`src/rtl/shl_seq.sv`:
```
// Purpose : sequential left shifter, moves operand A left by N one bit per cycle and
//           reports condition codes {C,V,N,Z} (bit positions set by the *_mask parameters).
// Latency : N+2 cycles from the start edge to the done pulse (one accept, N shifts, one commit).
// Backpressure: none; start is only sampled in IDLE, so requests while busy/done are dropped.
//
// Ports:
//   clk   - clock, all state updates on the rising edge
//   rst   - synchronous active-high reset, overrides everything (including a same-cycle start)
//   start - operation request, accepted only in IDLE
//   A     - operand, captured when start is accepted
//   N     - shift count, captured when start is accepted
//   R     - registered result A<<N, holds between operations
//   CCR   - registered condition codes, holds between operations
//   busy  - high from the cycle after acceptance until the result commits
//   done  - one-cycle pulse, R/CCR carry the new result in that cycle
//
// op_size must be at least 2: the overflow flag looks at the two top bits of the work register.

module shl_seq #(
  parameter int         op_size  = 4,
  parameter int         cnt_size = 3,
  parameter logic [3:0] c_mask   = 4'b1000,
  parameter logic [3:0] v_mask   = 4'b0100,
  parameter logic [3:0] n_mask   = 4'b0010,
  parameter logic [3:0] z_mask   = 4'b0001
) (
  input  logic                clk,
  input  logic                rst,
  input  logic                start,
  input  logic [op_size-1:0]  A,
  input  logic [cnt_size-1:0] N,
  output logic [op_size-1:0]  R,
  output logic [3:0]          CCR,
  output logic                busy,
  output logic                done
);

  typedef enum logic [1:0] {
    IDLE  = 2'd0,
    SHIFT = 2'd1,
    DONE  = 2'd2
  } state_t;

  state_t              r_state;
  logic [op_size-1:0]  r_work;
  logic [cnt_size-1:0] r_cnt;
  logic                r_c;
  logic                r_v;

  logic                w_msb;
  logic                w_v_step;
  logic                w_zero;
  logic [3:0]          w_ccr;

  // Carry out of this step is the bit about to leave the top; overflow of this
  // step is a sign change, i.e. the top two bits disagree before the shift.
  assign w_msb    = r_work[op_size-1];
  assign w_v_step = r_work[op_size-1] ^ r_work[op_size-2];
  assign w_zero   = (r_work == '0);

  // Flags are placed by mask so the CCR layout can be rearranged per instance.
  assign w_ccr = ({4{r_c}}    & c_mask)
               | ({4{r_v}}    & v_mask)
               | ({4{w_msb}}  & n_mask)
               | ({4{w_zero}} & z_mask);

  always_ff @(posedge clk) begin
    if (rst) begin
      r_state <= IDLE;
      r_work  <= '0;
      r_cnt   <= '0;
      r_c     <= 1'b0;
      r_v     <= 1'b0;
      R       <= '0;
      CCR     <= '0;
      busy    <= 1'b0;
      done    <= 1'b0;
    end else begin
      case (r_state)
        IDLE: begin
          done <= 1'b0;
          if (start) begin
            r_work  <= A;
            r_cnt   <= N;
            r_c     <= 1'b0;
            r_v     <= 1'b0;
            busy    <= 1'b1;
            r_state <= SHIFT;
          end
        end

        SHIFT: begin
          if (r_cnt != '0) begin
            r_work <= {r_work[op_size-2:0], 1'b0};
            r_c    <= w_msb;
            r_v    <= r_v | w_v_step;
            r_cnt  <= r_cnt - cnt_size'(1);
          end else begin
            // Commit edge: R/CCR change only here (or on reset).
            R       <= r_work;
            CCR     <= w_ccr;
            busy    <= 1'b0;
            done    <= 1'b1;
            r_state <= DONE;
          end
        end

        DONE: begin
          done    <= 1'b0;
          r_state <= IDLE;
        end

        default: begin
          busy    <= 1'b0;
          done    <= 1'b0;
          r_state <= IDLE;
        end
      endcase
    end
  end

endmodule

```
`config.mk`:
```
export PLATFORM = sky130hd
export DESIGN_NAME = shl_seq
export DESIGN_NICKNAME = d
export VERILOG_FILES = /design/src/rtl/shl_seq.sv
export SDC_FILE = /design/constraint.sdc
export NUM_CORES = 1
export LEC_CHECK = 0
export CAP_MARGIN = 20
export CORE_MARGIN = 1
export CORE_UTILIZATION = 40
export DETAILED_ROUTE_END_ITERATION = 8
export PLACE_DENSITY = 0.65
export SKIP_LAST_GASP = 1
export SYNTH_ARGS = -nofsm -noshare
export SYNTH_HDL_FRONTEND = slang
export SYNTH_SLANG_ARGS = --single-unit
```
`constraint.sdc`:
```
create_clock -name clk -period 2.1 [get_ports clk]
set_clock_uncertainty 0.2 [all_clocks]
set_input_delay 0.42 -clock clk [delete_from_list [all_inputs] [get_ports clk]]
set_output_delay 0.42 -clock clk [all_outputs]
set_load 0.05 [all_outputs]
```
Yosys cells after proc, flatten, opt, wreduce, memory -nomap -nowiden --
Index checks and enable logic that the tools add are counted.
Operators by class: eq/ne operators 5, shift-type cells 0, order comparisons 0, div/mod/pow operators 0, add/sub/neg operators 1, reduce and logical (&&, ||, !) cells 9, multiply operators 0, muxes and demuxes 17, bitwise gates (word level) 8
Operators with widths (number):
- 4-bit two-way mux | 2
- 4-bit case mux with 2 select lines | 1
- 3-bit two-way mux | 2
- 2-bit != test (second input constant) | 3
- 3-bit case mux with 2 select lines | 1
- 3-bit AND reduction | 2
- 1-bit two-way mux | 5
- 4-bit logical NOT | 1
- 2-bit two-way mux | 2
- 4-bit by 1-bit bitwise OR with 4-bit output | 1
- 4-bit by 2-bit bitwise OR with 4-bit output | 1
- 4-bit by 3-bit bitwise OR with 4-bit output | 1
- 1-bit case mux with 2 select lines | 2
- 2-bit case mux with 2 select lines | 1
- 2-bit AND reduction | 2
- 1-bit NOT | 3
- 1-bit case mux with 3 select lines | 1
- 3-bit nonzero test | 1
- 3-bit by 1-bit subtractor with 3-bit output (second input constant) | 1
- 2-bit by 1-bit equality test with 1-bit output (second input constant) | 1
- 2-bit equality test (second input constant) | 1
- 2-bit logical NOT | 1
- 2-bit nonzero test | 1
- 2-bit OR reduction | 1
- 2 further kinds | 2
Storage, ports and cells: register bits after elaboration 21, bits in read-only memories 0, bits in latches 0, memory bits (writable) 0, word-level logic and storage cells 49, input port bits 10, memories kept 0

Logic depth before layout (Yosys ltp) --
Gate-level depths: netlist (run 1).
word-level depth 4, depth in mapped cells 6, gate-level depth less buffers 5

Worst setup path before layout (run 1) --
Ideal clock, no wire load.
path kind flip-flop to flip-flop, from register r_cnt[0], to register r_c, data required time 1829 ps, slack 457 ps, library setup time 71 ps, data arrival time 1373 ps, buffers on the path 0, stages on the path, launching flop included 6, cells stage by stage dfxtp_1 inv_1 ha_1 and3b_1 or4_1 a21oi_1
Between the ends: longest elaborated chain between the ends 3
RTL lines:
- start, declared | line 46 | logic [cnt_size-1:0] r_cnt;
- start signal, assigned | line 97 | r_cnt <= r_cnt - cnt_size'(1);
- 3-bit nonzero test | line 93 | if (r_cnt != '0) begin
- 2-bit != test (no source line)
- 3-bit AND reduction (no source line)
- end signal, assigned | line 95 | r_c <= w_msb;
- end, declared | line 47 | logic r_c;
No other way between the ends. A chain may end at the register's enable or synchronous reset.

Worst setup path after layout (run 1) --
Ends and elaborated chain as after synthesis.

==> flow_metrics.tcl, run 1 <==
set metrics [dict create \
    grt-ovfl-total 0 \
    grt_pass1_vias 637 \
    placed_cells 140 \
    worstSetupEndpointType "flip-flop" \
    r2r_end "r_c$_SDFFE_PP0P_" \
    setup-violations-final 0 \
    synth_mux_area_frac 0.106 \
    synth_area_leader_cell "dfxtp_1" \
    critPathLaunchType "flip-flop" \
    cts-root-buf "clkbuf_4" \
    drv_cap 0 \
    hold_viol 0 \
    whs_ns 0.288 \
    rsz0062_at_grt "false" \
    postLayoutCoreUtil 0.523 \
    drc 0 \
    synth_simple_gate_area_frac 0.176 \
    synthFlopType "dfxtp_1" \
    die_w_um 50.6 \
    postCtsHoldBufs 0 \
    dieArea_um2 2560 \
    fin_cells 144 \
    grt_antenna_before_repair 0 \
    wl_per_cell_um 12.6 \
    clk_path_buf_depth 2 \
    dp_hpwl_mm 1.33 \
    dpl_cell_area_um2 1120 \
    h-tree-depth 1 \
    p_leak_nw 0.484 \
    fin_crit_sh 0.847 \
    clkPwrFrac 0.232 \
    grt_pass1_wl_mm 2.93 \
    vias_per_cell 5.14 \
    first_pass_iters 4 \
    clkTransAtPathRegs_ns 0.12 \
    hold_class "flip-flop to flip-flop" \
    fin_area_um2 1160 \
    timing.final.crit_period_ns 1.78 \
    fillers 218 \
    synth_compound_area_frac 0.171 \
    synth_warnings 0 \
    port_buffers 19 \
    cts_inserted_buffers 3 \
    syn_to_final_growth_pct 22.5 \
    synthTopCellsByArea "dfxtp_1, mux2i_1, ha_1, a21oi_1, a311oi_1" \
    drtAntennaViolNets 0 \
    initial_core_util 0.427 \
    final_layout_size_suffix_gt1_frac 0.172 \
    wirelength_mm 1.81 \
    crit_start "r_cnt[0]$_SDFFE_PP0P_" \
    p_comb_frac 0.298 \
    ys_seq_elements 20 \
    synth_edf_count 0 \
    synthCells 98 \
    synth_top_family_by_area "simple AND/OR/NAND/NOR gates" \
    drv_slew 0 \
    die_y_um 50.6 \
    swShare 0.328 \
    multi_input_area_um2 474 \
    grt_use_total 0.156 \
    synth_cell_types 30 \
    cp.required_ns 2.14 \
    synthArstFlopShare 0 \
    p_per_area_nw_per_um2 840 \
    reg2reg_slack_ns 0.32 \
    seqCellArea_um2 400 \
    setup-tns-final_ns 0 \
    syn_area_um2 945 \
    row_count 17 \
    ys_seq_area_frac 0.424 \
    rr_startpoint "r_cnt[0]$_SDFFE_PP0P_" \
    status "completed" \
    fmax_mhz 562 \
    syn_nets 111 \
    core_area_um2 2210 \
    cp.arrival_ns 1.82 \
    p_seq_frac 0.470 \
    worst_pin_slew_ns 0.497 \
    ir_worst_vdd_mv 0.434 \
    crit_path_max_fanout 4 \
    grt_max_degree 15 \
    drt_iter0_drc 10 \
    final_nets 130 \
    cts_tree "built" \
    slew_headroom 0.668 \
    io-pin-count 20 \
    clk_latency_ns 0.31 \
    num_antenna_cells 0 \
    crit_end "r_c$_SDFFE_PP0P_" \
    syn_area_per_cell_um2 9.64 \
    synth-xor-area-share 0.00927 \
    finalWeightedCongestion 0.747 \
    clock-sinks 20 \
    crit_type "flip-flop to flip-flop" \
    p_switching_w 0.000318 \
    p_int_w 0.000654 \
    synth_top_cell_area_share 0.424 \
    r2r_cells 5 \
    vias 740 \
    synth_adder_area_share 0.0397 \
]
[logic make-up (layout without fill, tap and decap cells)]
logic type      Yosys count  in the layout
compound gates           22             22
xor+xnor                  1              1
fa+ha+maj                 3              3
buf+inv                  13             31
flops                    20             20
mux                      10             10
simple gates             29             29
[cells in the mapped netlist (all sizes together), types with 3 or more instances]
| cell | number |
|---|---|
| a21oi | 7 |
| a311oi | 4 |
| buf | 5 |
| clkbuf | 3 |
| dfxtp | 20 |
| ha | 3 |
| inv | 5 |
| mux2i | 10 |
| nand2b | 3 |
| nor2 | 9 |
| nor3 | 3 |
| o21ai | 3 |
[power by group through the flow]
stage | clock network [W] | logic, W | registers, W
6_report | 0.000226 | 0.000290 | 0.000457
5_1_grt | 0.000247 | 0.000320 | 0.000464
4_1_cts | 0.000230 | 0.000292 | 0.000457
3_5_place_dp | 0 | 0.000290 | 0.000466
3_3_place_gp | 0 | 0.000285 | 0.000465
2_1_floorplan | 0 | 0.000194 | 0.000490
[per-stage QoR]
stage	setup WS [ns]	power (W)
3_5_place_dp	0.125	0.000756
4_1_cts	0.0229	0.000979
2_1_floorplan	0.457	0.000684
5_1_grt	0.210	0.00103
6_report	0.321	0.000972
3_3_place_gp	0.167	0.000750
[how the worst min path moves through the flow]
stage | startpoint | to | cells after the start | slack, ns
2_1_floorplan | r_c$_SDFFE_PP0P_ | r_c$_SDFFE_PP0P_ | 2 | 0.25
3_3_place_gp | CCR[0]$_SDFFE_PP0P_ | CCR[0]$_SDFFE_PP0P_ | 2 | 0.26
3_5_place_dp | CCR[0]$_SDFFE_PP0P_ | CCR[0]$_SDFFE_PP0P_ | 2 | 0.27
4_1_cts | r_c$_SDFFE_PP0P_ | r_c$_SDFFE_PP0P_ | 2 | 0.30
5_1_grt | CCR[0]$_SDFFE_PP0P_ | CCR[0]$_SDFFE_PP0P_ | 2 | 0.32
6_report | r_c$_SDFFE_PP0P_ | r_c$_SDFFE_PP0P_ | 2 | 0.29
[repair_timing]
| item | in CTS | in global routing |
|---|---|---|
| gates resized for setup | 0 | 1 |
| endpoints found under the setup margin | 0 | 1 |
| setup buffers | 0 | 0 |
[registers in the layout, indices dropped and copies added, names as in the netlist]
name,count
CCR,4
R,3
busy,1
done,1
r_c,1
r_cnt,3
r_state,2
r_v,1
r_work,4
[critical path, stage by stage, from the launching register on]
cell	delay [ns]
dfxtp_1	0.39
inv_1	0.07
ha_1	0.23
and3b_1	0.22
or4_1	0.46
a21oi_1	0.14
[cell type report]
cell class,instances,share of cell area
multi-input combinational,65,0.410
sequential,20,0.346
timing repair buffer,22,0.166
clock buffer,4,0.0314
tap,28,0.0303
inverter,5,0.0162
[cell usage in the layout, fill, tap and decap left out, types with 3 or more instances in the layout]
cell and instances:
dfxtp_1 20, buf_4 12, mux2i_1 10, nor2_1 9, clkdlybuf4s50_1 9, a21oi_1 7
inv_1 5, a311oi_1 4, o21ai_0 3, nand2b_1 3, nor3_1 3, ha_1 3
clkbuf_4 3
[per-layer routing]
metal	vias up	wire length, µm	part of all wire	global-route usage
met5	-	0	0	0
met4	0	18	0.0099	0.0556
met3	2	56	0.031	0.0364
met2	11	843	0.47	0.251
met1	344	893	0.49	0.201
li1	383	-	-	-
Power figures use the tool's default switching activity.
==> run 2, diff against run 1 <==
PLACE_DENSITY = 0.68   (was 0.65)
clock period = 1.5 ns   (was 2.1 ns; I/O delays follow)
==> flow_metrics.tcl, run 2 (synthesized netlist as in run 1, its figures left out) <==
set metrics [dict create \
    status "complete, but fails checks" \
    violations "setup timing" \
    finalWeightedCongestion 0.832 \
    grt-ovfl-total 0 \
    cp.arrival_ns 1.64 \
    cts_inserted_buffers 3 \
    grt_use_total 0.161 \
    clk_path_buf_depth 2 \
    io-pin-count 20 \
    reg_top3 "CCR x4, r_work x4" \
    grt_pass1_wl_mm 3.20 \
    drtAntennaViolNets 0 \
    rsz0062_at_grt "true" \
    mostFrequentLayoutCells "dfxtp_1, buf_4, mux2i_1, buf_12" \
    ir_worst_vdd_mv 0.562 \
    fin_crit_sh 1.07 \
    p_comb_frac 0.380 \
    port_buffers 19 \
    worstSetupEndpointType "flip-flop" \
    row_count 17 \
    hold_class "flip-flop to flip-flop" \
    drv_cap 0 \
    min_from "r_c$_SDFFE_PP0P_" \
    p_switching_w 0.000478 \
    drc 0 \
    wl_met2_um 891 \
    initial_core_util 0.427 \
    grt_antenna_before_repair 0 \
    clkTransAtPathRegs_ns 0.11 \
    syn_to_final_growth_pct 54.7 \
    num_antenna_cells 0 \
    timing.final.crit_period_ns 1.61 \
    reg2reg_slack_ns -0.11 \
    drt_iter0_drc 13 \
    wl_per_cell_um 12.0 \
    die_w_um 50.6 \
    worst_pin_slew_ns 0.342 \
    critPathLaunchType "flip-flop" \
    drv_slew 0 \
    topRoutingLayerUsed "met3" \
    swShare 0.311 \
    setup_slack_ns -0.107 \
    clock-sinks 20 \
    setup-violations-final 2 \
    whs_ns 0.314 \
    clk_latency_ns 0.29 \
    rr_startpoint "r_cnt[0]$_SDFFE_PP0P_" \
    hold-path-cell-count 2 \
    first_pass_iters 4 \
    hold_viol 0 \
    crit_path_max_fanout 4 \
    total_power_w 0.00153 \
    vias_per_cell 5.04 \
    cpPeakStageDelay_ns 0.48 \
    final_layout_size_suffix_gt1_frac 0.389 \
    p_seq_frac 0.422 \
    p_per_area_nw_per_um2 1050 \
    postLayoutCoreUtil 0.661 \
    final_nets 145 \
    p_int_w 0.00106 \
    vias 802 \
    p_leak_nw 0.583 \
    cp.required_ns 1.54 \
    slew_headroom 0.766 \
    path_cells "inv_2, ha_4, and3b_2, or4_4, a21oi_2" \
    clkPwrFrac 0.198 \
    crit_type "flip-flop to flip-flop" \
    r2r_end "r_c$_SDFFE_PP0P_" \
    fin_cells 159 \
    fmax_mhz 622 \
    grt_max_degree 15 \
    cts-root-buf "clkbuf_4" \
    dieArea_um2 2560 \
    hold_path_end "r_c$_SDFFE_PP0P_" \
    crit_slowest_cell "or4_4" \
    h-tree-depth 1 \
    wirelength_mm 1.91 \
    grt_pass1_vias 741 \
    placed_cells 154 \
    drt-met1-wl_um 942 \
    core_area_um2 2210 \
    cts_tree "built" \
    r2r_cells 5 \
    die_y_um 50.6 \
    met3_length_um 71 \
    dp_hpwl_mm 1.46 \
]
==> run 2: cell count changes in the layout (fill, tap and decap cells not counted), moves of 4 or more <==
| cell | previous run | this run |
|---|---|---|
| buf_4 | 12 | 16 |
| dfxtp_2 | 0 | 4 |
| buf_12 | 0 | 10 |
| dfxtp_1 | 20 | 16 |
==> run 2: timing repair <==
item / CTS / global route
setup endpoints to repair: 7 / 16
hold buffers: 0 / 0
buffers inserted: 0 / 1
resized for setup: 3 / 12
pin swaps: 1 / 6
hold endpoints to repair: 0 / 0
==> run 2: cell type report <==
class | count | area (µm²)
flip-flops and latches | 20 | 405
inverters | 5 | 18.8
well taps | 28 | 35.0
clock buffers | 4 | 36.3
fillers | 189 | 751
multi-input cells | 65 | 533
repair buffers | 37 | 433
==> run 2: critical path, delay by kind of cell (launching register included) <==
family                     cells  cell delay, ns
AOI/OAI and AO/OA              1            0.12
adders and majority gates      1            0.16
buffers and inverters          1            0.05
DFF                            1            0.35
and+or+nand+nor                2            0.69
==> run 2: power by group through the flow <==
| stage | logic (W) | clock network [W] | registers (W) |
|---|---|---|---|
| after floorplan | 0.000282 | 0 | 0.000688 |
| after global placement | 0.000527 | 0 | 0.000657 |
| after detailed placement | 0.000541 | 0 | 0.000657 |
| after CTS | 0.000545 | 0.000318 | 0.000646 |
| after global routing | 0.000636 | 0.000338 | 0.000657 |
| final | 0.000583 | 0.000304 | 0.000648 |
==> run 2: metal layers <==
| layer | GRT usage | vias to the layer above |
|---|---|---|
| met3 | 0.0303 | 0 |
| met2 | 0.276 | 14 |
| met1 | 0.213 | 375 |
| met5 | 0 | - |
| li1 | - | 413 |
| met4 | 0.0278 | 0 |
==> run 2: how the worst max path moves through the flow <==
stage / startpoint / end / cells past startpoint
3_5_place_dp: start / r_c$_SDFFE_PP0P_ / 4
5_1_grt: r_cnt[0]$_SDFFE_PP0P_ / r_c$_SDFFE_PP0P_ / 5
6_report: r_cnt[0]$_SDFFE_PP0P_ / r_c$_SDFFE_PP0P_ / 5
3_3_place_gp: start / r_work[2]$_SDFFE_PP0P_ / 5
2_1_floorplan: r_cnt[0]$_SDFFE_PP0P_ / r_c$_SDFFE_PP0P_ / 5
4_1_cts: r_cnt[0]$_SDFFE_PP0P_ / r_c$_SDFFE_PP0P_ / 5
==> run 2: through the flow <==
| step | TNS, ns | worst slack (ns) | instance area, µm² |
|---|---|---|---|
| 2_1_floorplan | -0.0235 | -0.0235 | 958 |
| 3_3_place_gp | -2.70 | -0.322 | 1360 |
| 3_5_place_dp | -2.84 | -0.340 | 1360 |
| 4_1_cts | -0.225 | -0.111 | 1400 |
| 5_1_grt | -0.554 | -0.164 | 1460 |
| 6_report | -0.123 | -0.107 | 1460 |
